<file path="src/rtl/ce_piso_tx.sv">
// ce_piso_tx -- parallel-in / serial-out transmitter for CE-gated serial chains.
//
// Takes a WIDTH-bit word over a valid/ready handshake, then drives it out on
// Q one bit per clock-enabled edge. Q_VALID marks word bits and LAST marks
// the final bit. A new word can be accepted on the edge that retires the
// last bit, so back-to-back words leave no gap on Q.
//
// Ports
//   CK          in   clock, all state changes on posedge
//   RST_N       in   asynchronous active-low reset
//   CE          in   clock enable, one bit advances per posedge with CE=1
//   DATA_IN     in   [WIDTH-1:0] parallel word
//   LOAD_VALID  in   DATA_IN valid
//   LOAD_READY  out  word can be accepted this cycle (combinational)
//   Q           out  serial data (registered)
//   Q_VALID     out  Q carries a word bit (registered)
//   LAST        out  Q carries the final bit of the word (registered)
//   BUSY        out  word in progress
module ce_piso_tx #(
  parameter int WIDTH      = 8,
  parameter bit MSB_FIRST  = 1'b1,
  parameter bit IDLE_LEVEL = 1'b0
) (
  input  logic             CK,
  input  logic             RST_N,
  input  logic             CE,
  input  logic [WIDTH-1:0] DATA_IN,
  input  logic             LOAD_VALID,
  output logic             LOAD_READY,
  output logic             Q,
  output logic             Q_VALID,
  output logic             LAST,
  output logic             BUSY
);

  localparam int             CW       = $clog2(WIDTH);
  localparam logic [CW-1:0]  LAST_CNT = CW'(WIDTH - 1);

  typedef enum logic {S_IDLE = 1'b0, S_SHIFT = 1'b1} state_t;

  state_t           r_state, w_state_nxt;
  logic [CW-1:0]    r_cnt, w_cnt_nxt;
  logic [WIDTH-1:0] r_sr, w_sr_nxt;
  logic             r_q, r_qv, r_last;
  logic             w_ready;
  logic             w_out_bit;

  // Next-state, next shift-register contents and the ready handshake.
  // Ready depends only on state, count and CE, never on LOAD_VALID.
  always_comb begin
    w_state_nxt = r_state;
    w_cnt_nxt   = r_cnt;
    w_sr_nxt    = r_sr;
    w_ready     = 1'b0;
    case (r_state)
      S_IDLE: begin
        w_ready = 1'b1;
        // The load itself ignores CE; the first bit appears next cycle.
        if (LOAD_VALID) begin
          w_state_nxt = S_SHIFT;
          w_cnt_nxt   = '0;
          w_sr_nxt    = DATA_IN;
        end
      end
      S_SHIFT: begin
        if (CE) begin
          if (r_cnt == LAST_CNT) begin
            w_ready = 1'b1;
            if (LOAD_VALID) begin
              // Reload on the retiring edge: no gap bit between words.
              w_cnt_nxt = '0;
              w_sr_nxt  = DATA_IN;
            end else begin
              w_state_nxt = S_IDLE;
              w_cnt_nxt   = '0;
              w_sr_nxt    = '0;
            end
          end else begin
            w_cnt_nxt = r_cnt + 1'b1;
            w_sr_nxt  = MSB_FIRST ? (r_sr << 1) : (r_sr >> 1);
          end
        end
      end
      default: begin
        w_state_nxt = S_IDLE;
        w_cnt_nxt   = '0;
        w_sr_nxt    = '0;
      end
    endcase
  end

  // Output end of the shift register after this edge's update.
  assign w_out_bit = MSB_FIRST ? w_sr_nxt[WIDTH-1] : w_sr_nxt[0];

  always_ff @(posedge CK or negedge RST_N) begin
    if (!RST_N) begin
      r_state <= S_IDLE;
      r_cnt   <= '0;
      r_sr    <= '0;
      r_q     <= IDLE_LEVEL;
      r_qv    <= 1'b0;
      r_last  <= 1'b0;
    end else begin
      r_state <= w_state_nxt;
      r_cnt   <= w_cnt_nxt;
      r_sr    <= w_sr_nxt;
      // Outputs are registered from next-state values so they line up
      // with the state they describe.
      r_q     <= (w_state_nxt == S_SHIFT) ? w_out_bit : IDLE_LEVEL;
      r_qv    <= (w_state_nxt == S_SHIFT);
      r_last  <= (w_state_nxt == S_SHIFT) && (w_cnt_nxt == LAST_CNT);
    end
  end

  assign LOAD_READY = w_ready;
  assign Q          = r_q;
  assign Q_VALID    = r_qv;
  assign LAST       = r_last;
  assign BUSY       = (r_state == S_SHIFT);

endmodule
</file>
<file path="config.mk">
export PLATFORM = sky130hd
export DESIGN_NAME = ce_piso_tx
export DESIGN_NICKNAME = d
export VERILOG_FILES = /design/src/rtl/ce_piso_tx.sv
export SDC_FILE = /design/constraint.sdc
export NUM_CORES = 1
export LEC_CHECK = 0
export ABC_CLOCK_PERIOD_IN_PS = 1800
export BUFFER_PORTS_ARGS = -buffer_cell sky130_fd_sc_hd__buf_2
export CORE_MARGIN = 2
export CORE_UTILIZATION = 52
export CTS_CLUSTER_DIAMETER = 200
export DETAILED_ROUTE_END_ITERATION = 12
export HOLD_SLACK_MARGIN = 0.06
export PLACE_DENSITY = 0.76
export SKIP_CTS_REPAIR_TIMING = 1
export SYNTH_ARGS = -nofsm -noshare
export SYNTH_HDL_FRONTEND = slang
export SYNTH_SLANG_ARGS = --single-unit
</file>
<file path="constraint.sdc">
create_clock -name CK -period 1.8 [get_ports CK]
set_input_delay 0.36 -clock CK [delete_from_list [all_inputs] [get_ports CK]]
set_output_delay 0.36 -clock CK [all_outputs]
set_load 0.01 [all_outputs]
</file>
==> summary.md, run 1 <==
| Metric | Value |
|---|---|
| Synth-to-layout area growth | `15.7%` |
| Final period util | `98.0%` |
| Max Clock Freq | `567 MHz` |
| WP data required | `roughly 1.4 ns` |
| Fin crit period | `1.76 ns` |
| Syn_nets | `98` |
| Seq/Total Area, Yosys | `40.6%` |
| H-Tree Level Count | `1` |
| CP Launch Type | `flop` |
| Vias per cell | `5.92` |
| Tightest Pin Transition | `0.636 ns` |
| CTS max path bufs | `2` |
| First-pass detailed-route iteration total | `4` |
| Final Hold Viols | `0` |
| CTS tree | `built` |
| Die Span Y | `44.7 um` |
| Largest net degree at the start of global routing | `21` |
| Final setup vio count | `0` |
| Rows | `14` |
| Chip width | `44.7 um` |
| Max IR drop VDD | `0.721 mV` |
| Worst reg-to-reg path cell count | `6` |
| Total Wirelength | `1840 um` |
| Final slew viol count | `0` |
| Gr usage total | `20.3%` |
| Initial Util | `56.6%` |
| IO Count | `17` |
| Area of all placed cells without fillers | `997 um2` |
| Yosys reg bits | `14` |
| Worst setup path category | `reg -> out` |
| Yosys warns | `0` |
| Fin util | `65.4%` |
| PD cells | `1370 nW/um2` |
| Clk pin slew, worst setup/hold paths | `0.09 ns` |
| Grt total ovfl | `0` |
| Area after DPL | `915 um2` |
| DRC viols | `0` |
| WHS Path Cells | `3` |
| Mapped cell area | `862 um2` |
| Post-Syn Instances | `84` |
| DRT iter0 DRCs | `16` |
| First-pass GRT wire length | `2930 um` |
| Detailed-route wire length per cell | `approximately 15 um` |
| Fraction of layout cells with a size suffix above 1 | `31.1%` |
| Dpl hpwl | `around 1200 um` |
| Vias | `705` |
| Worst Clk Skew | `0.000229 ns` |
| MaxCap Viol Count | `0` |
| Crit path DAT | `1.40 ns` |
| Core area | `1520 um2` |
| Routability cong. | `0.706` |
| Outcome | `finished, final reports clean` |
| Worst r2r src | `r_cnt[0]` |
| Syn_area_per_cell | `approximately 10 um2` |
| Root Driver | `clkbuf_4` |
| Min-delay src | `DATA_IN[0]` |
| CP Capture Type | `output pin` |
| LEAKAGE | `0.000479 uW` |
| Synth cell types | `27` |
| Insertion delay to the later sink of the worst-skew pair | `between 0.2 and 0.3 ns` |
| Vias in the first global route | `662` |
| CP startpoint | `r_cnt[0]` |
| Fin nets | `118` |
| Antenna Nets Post-Route | `0` |
| CTS Buf Count | `3` |
| Number of I/O port buffers | `16` |
| Slew Limit Headroom | `57.6%` |
| DIE AREA | `~2000 um2` |
| Antenna Cells | `0` |
| Worst-path fanout max | `3` |
| Hold Path Class | `in -> reg` |
| Initial antenna violation count | `0` |
| CTS sink cnt | `14` |
## report_power, final
part	total, uW	internal [uW]	switching, uW
clock	231	123	108
combinational	605	338	267
sequential	531	433	97.9
total	1370	894	473
## synth_stat cells
cell type / instances / share of area, %
mux2i_1: 7 / 8.1
nand2_1: 12 / 5.2
a31oi_1: 6 / 4.4
ha_1: 2 / 2.9
nand4_1: 2 / 1.5
mux2_2: 1 / 1.3
mux2_4: 1 / 1.7
o2111a_1: 1 / 1.3
buf_6: 4 / 5.2
o211ai_1: 1 / 0.87
nor2_1: 1 / 0.43
inv_1: 1 / 0.43
and2b_4: 1 / 1.2
and2b_1: 6 / 5.2
nand2b_1: 1 / 0.73
o21ai_1: 1 / 0.58
nor3b_2: 1 / 1.5
a21oi_1: 3 / 1.7
nand3_1: 1 / 0.58
a22o_1: 2 / 2.0
o221ai_1: 6 / 6.1
buf_2: 2 / 1.2
dfrtp_1: 14 / 41
buf_4: 1 / 0.87
nand3b_1: 2 / 1.7
o21ai_0: 2 / 1.2
nor2b_1: 2 / 1.5
## kinds of logic (layout without fill, tap and decap cells)
logic type,after synthesis,count (layout),share of synthesized area (%)
compound gates,22,22,18.1
mux,9,9,11.2
fa+ha+maj,2,2,2.90
simple gates,29,29,19.4
buf+inv,8,27,7.69
flops,14,14,40.6
## worst max-delay path, cell delays in order (launching register included)
cell	delay (ns)
dfrtp_1	0.41
ha_2	0.20
ha_2	0.19
nand2_1	0.08
nand2_2	0.08
buf_6	0.16
## state kept, by name, summed over array words and instances (netlist names)
name     flops
Q            1
LAST         1
Q_VALID      1
r_cnt        3
r_sr         8
## layer usage
metal / up-vias / share of wire, % / GRT usage (%)
met5: - / 0 / 0
met4: 0 / 0.71 / 9.70
met3: 2 / 5.3 / 4.80
li1: 352 / - / -
met2: 21 / 50 / 31.9
met1: 330 / 44 / 26.2
## cell type report
| cell class | instances | area [um2] |
|---|---|---|
| repair buffers | 22 | 134 |
| fillers | 137 | 527 |
| well taps | 16 | 20.0 |
| inverters | 1 | 3.75 |
| flip-flops and latches | 14 | 350 |
| clock buffers | 4 | 36.3 |
| multi-input cells | 62 | 453 |
## final timing paths
kind / to / slack [ns]
setup / recovery: LOAD_READY / 0.04
hold / removal: r_sr[0] / 0.38
setup reg to reg: r_sr[4] / 0.22
hold reg to reg: r_sr[3] / 0.52
max in group asynchronous: r_cnt[1] / 1.06
min in group asynchronous: Q / 0.50
## placed cells by master (no fill, tap or decap)
cell type / instances
mux2i_1: 7
o221ai_1: 6
o211ai_1: 1
clkbuf_8: 1
o21ai_1: 1
inv_1: 1
mux2_2: 1
a21oi_1: 3
a31oi_1: 6
buf_2: 15
buf_4: 5
dlygate4sd3_1: 1
buf_6: 1
nand3_1: 1
nand4_1: 2
o21ai_0: 2
nor3b_2: 1
nand2b_1: 1
and2b_1: 6
mux2_4: 1
a22o_1: 2
and2b_4: 1
nor2b_1: 2
clkbuf_4: 3
nor2_1: 1
nand3b_1: 2
o2111a_1: 1
nand2_1: 11
dfrtp_1: 14
ha_2: 2
nand2_2: 1
## per-stage QoR
step	hold slack [ns]	setup slack (ns)	cells	TNS (ns)	total power, uW
floorplan	0.0644	0.321	84	0	928
global placement	0.274	0.326	111	0	1030
detailed placement	0.274	0.215	111	0	1060
CTS	-0.0420	-0.0375	115	-0.0375	1290
global route	0.387	-0.0281	119	-0.0281	1480
finish	0.384	0.0351	119	0	1370
(Power assumes the default switching activity.)
==> run 2: changes to the inputs <==
--- a/config.mk
+++ b/config.mk
@@ -6,13 +6,13 @@
 export NUM_CORES = 1
 export LEC_CHECK = 0
 export ABC_CLOCK_PERIOD_IN_PS = 1800
-export BUFFER_PORTS_ARGS = -buffer_cell sky130_fd_sc_hd__buf_2
 export CORE_MARGIN = 2
-export CORE_UTILIZATION = 52
+export CORE_UTILIZATION = 55
 export CTS_CLUSTER_DIAMETER = 200
 export DETAILED_ROUTE_END_ITERATION = 12
+export DONT_BUFFER_PORTS = 1
 export HOLD_SLACK_MARGIN = 0.06
-export PLACE_DENSITY = 0.76
+export PLACE_DENSITY = 0.7
 export SKIP_CTS_REPAIR_TIMING = 1
 export SYNTH_ARGS = -nofsm -noshare
 export SYNTH_HDL_FRONTEND = slang
==> summary.md, run 2 (synthesized netlist as in run 1, its figures left out) <==
| Metric | Value |
|---|---|
| Commonest non-fill, non-tap cells in the layout | `dfrtp_1 (14), nand2_1 (12), mux2i_1 (7)` |
| Worst r2r dst | `r_sr[4]` |
| Max Clock Freq | `606 MHz (+7.0%)` |
| Fraction of layout cells with a size suffix above 1 | `13.1% (-18 points)` |
| WP data required | `1.44 ns (about the same)` |
| Final slew viol count | `0 (unchanged)` |
| Final Hold Viols | `0 (unchanged)` |
| Die Span Y | `43.6 um (-2.5%)` |
| CP startpoint | `r_cnt[0]` |
| Max IR drop VDD | `0.728 mV (+0.97%)` |
| DRT iter0 DRCs | `12 (-4)` |
| Chip width | `43.6 um (-2.5%)` |
| Commonest non-fill, non-tap cell in the layout | `dfrtp_1` |
| Antenna Nets Post-Route | `0 (unchanged)` |
| IO Count | `17 (unchanged)` |
| Routability cong. | `0.770 (+9.1%)` |
| CTS max path bufs | `2 (unchanged)` |
| Fin crit period | `1.65 ns (-0.115 ns)` |
| PD cells | `1390 nW/um2 (+1.1%)` |
| Crit path to | `LOAD_READY` |
| CP Capture Type | `output pin` |
| Finished Layout Cells | `100 (-16%)` |
| CTS sink cnt | `14 (unchanged)` |
| Final setup vio count | `0 (unchanged)` |
| Area of all placed cells without fillers | `893 um2 (-10%)` |
| Worst-path fanout max | `5 (+2)` |
| MaxCap Viol Count | `0 (unchanged)` |
| DRC viols | `0 (unchanged)` |
| First-pass detailed-route iteration total | `4 (unchanged)` |
| Antenna Cells | `0 (unchanged)` |
| CP Launch Type | `flop` |
| Biggest register | `r_sr` |
| Worst Clk Skew | `0.00121 ns (+0.000983 ns)` |
| Most Crowded Layer GR | `met2` |
| Max reg flops | `8 (unchanged)` |
| Reg2Reg Setup Slack | `0.24 ns (+0.02 ns)` |
| Grt total ovfl | `0 (unchanged)` |
| Insertion delay to the later sink of the worst-skew pair | `0.27 ns (about the same)` |
| Dpl hpwl | `1060 um (-12%)` |
| DIE AREA | `1900 um2 (-5.0%)` |
| Met1 Resource Use GR | `25.1% (-1.1 points)` |
| Worst setup path category | `reg -> out` |
| Outcome | `finished, final reports clean` |
| Final period util | `91.7% (-6.4 points)` |
| Initial Util | `57.9% (+1.3 points)` |
| Tightest Pin Transition | `0.628 ns (-0.00837 ns)` |
| RSZ-0062 raised after global routing | `no` |
| Setup TNS | `0 ns (unchanged)` |
| Rows | `14 (unchanged)` |
| Largest net degree at the start of global routing | `21 (unchanged)` |
| Number of I/O port buffers | `0 (-16)` |
| Crit path DAT | `1.29 ns (-0.11 ns)` |
| First-pass GRT wire length | `2750 um (-6.3%)` |
| Initial antenna violation count | `0 (unchanged)` |
| DP Cell Count | `94 (-15%)` |
| CTS tree | `built` |
| Largest registers | `r_sr (8), r_cnt (3)` |
| Root Driver | `clkbuf_4` |
| GRT met2 Usage | `30.9% (-1.0 points)` |
| Area after DPL | `827 um2 (-9.6%)` |
| GRT met3 Usage | `4.17% (-0.63 points)` |
| Vias | `627 (-11%)` |
| Worst reg-to-reg path cell count | `6 (unchanged)` |
| Detailed-route wire length per cell | `15.2 um (-1.8%)` |
| Clk pin slew, worst setup/hold paths | `0.09 ns (about the same)` |
| Overall power | `1240 uW (-9.4%)` |
| Synth-to-layout area growth | `3.63%` |
| Gr usage total | `19.2% (-1.1 points)` |
| Slew Limit Headroom | `58.0% (+0.42 points)` |
| Worst r2r src | `r_cnt[0]` |
| Vias in the first global route | `632 (-4.5%)` |
| CTS Buf Count | `3 (unchanged)` |
| Hold Path Class | `in -> reg` |
| Vias per cell | `6.27 (+5.8%)` |
| Total Wirelength | `1520 um (-17%)` |
| LEAKAGE | `0.000402 uW (-16%)` |
| Fillers | `132 (-3.6%)` |
| Core area | `1490 um2 (-2.3%)` |
| Fin nets | `99 (-16%)` |
| Setup WS post-layout | `0.150 ns (+0.115 ns)` |
| H-Tree Level Count | `1 (unchanged)` |
| Pre-CTS setup slack | `0.116 ns (-0.0982 ns)` |
## run 2: cell count changes in the layout (fill, tap and decap cells not counted)
cell and change:
ha_4 +1, nand2_2 -1, ha_1 +1, nand2_1 +1
buf_2 -15, buf_6 -1, buf_4 -3, ha_2 -2
## run 2: cell type report
type	count	area, um2	share of cell area [%]
Multi-Input combinational cell	62	458	51.3
Sequential cell	14	350	39.2
Clock buffer	4	36.3	4.06
Timing Repair Buffer	3	25.0	2.80
Tap cell	16	20.0	2.24
Inverter	1	3.75	0.420
## run 2: worst min path at each step
| stage | cells past startpoint | to | slack, ns | from |
|---|---|---|---|---|
| after floorplan | 0 | LAST | 0.06 | RST_N |
| after global placement | 0 | r_sr[2] | 0.06 | RST_N |
| after detailed placement | 0 | r_sr[2] | 0.06 | RST_N |
| after CTS | 0 | r_sr[2] | -0.24 | RST_N |
| after global routing | 1 | Q_VALID | 0.18 | LOAD_VALID |
| final | 1 | Q_VALID | 0.19 | LOAD_VALID |
## run 2: report_power, final
group / switching [uW] / internal (uW)
sequential: 114 / 433
clock: 102 / 123
combinational: 197 / 269
## run 2: critical path, cell delays in order, from the launching register on
cell	delay [ns]
dfrtp_1	0.42
ha_1	0.24
ha_4	0.18
nand2_1	0.05
nand2_1	0.12
## run 2: routing by layer
layer	part of all wire, %	up-vias
met1	46	303
li1	-	313
met4	0.66	0
met3	4.0	2
met2	49	9
met5	0	-
## run 2: per-stage QoR
step                      hold slack (ns)  utilization, %
after floorplan                    0.0644               -
after global placement             0.0647            55.5
after detailed placement           0.0647            55.5
after CTS                          -0.239            58.0
after global routing                0.178            60.0
final                               0.194            60.0
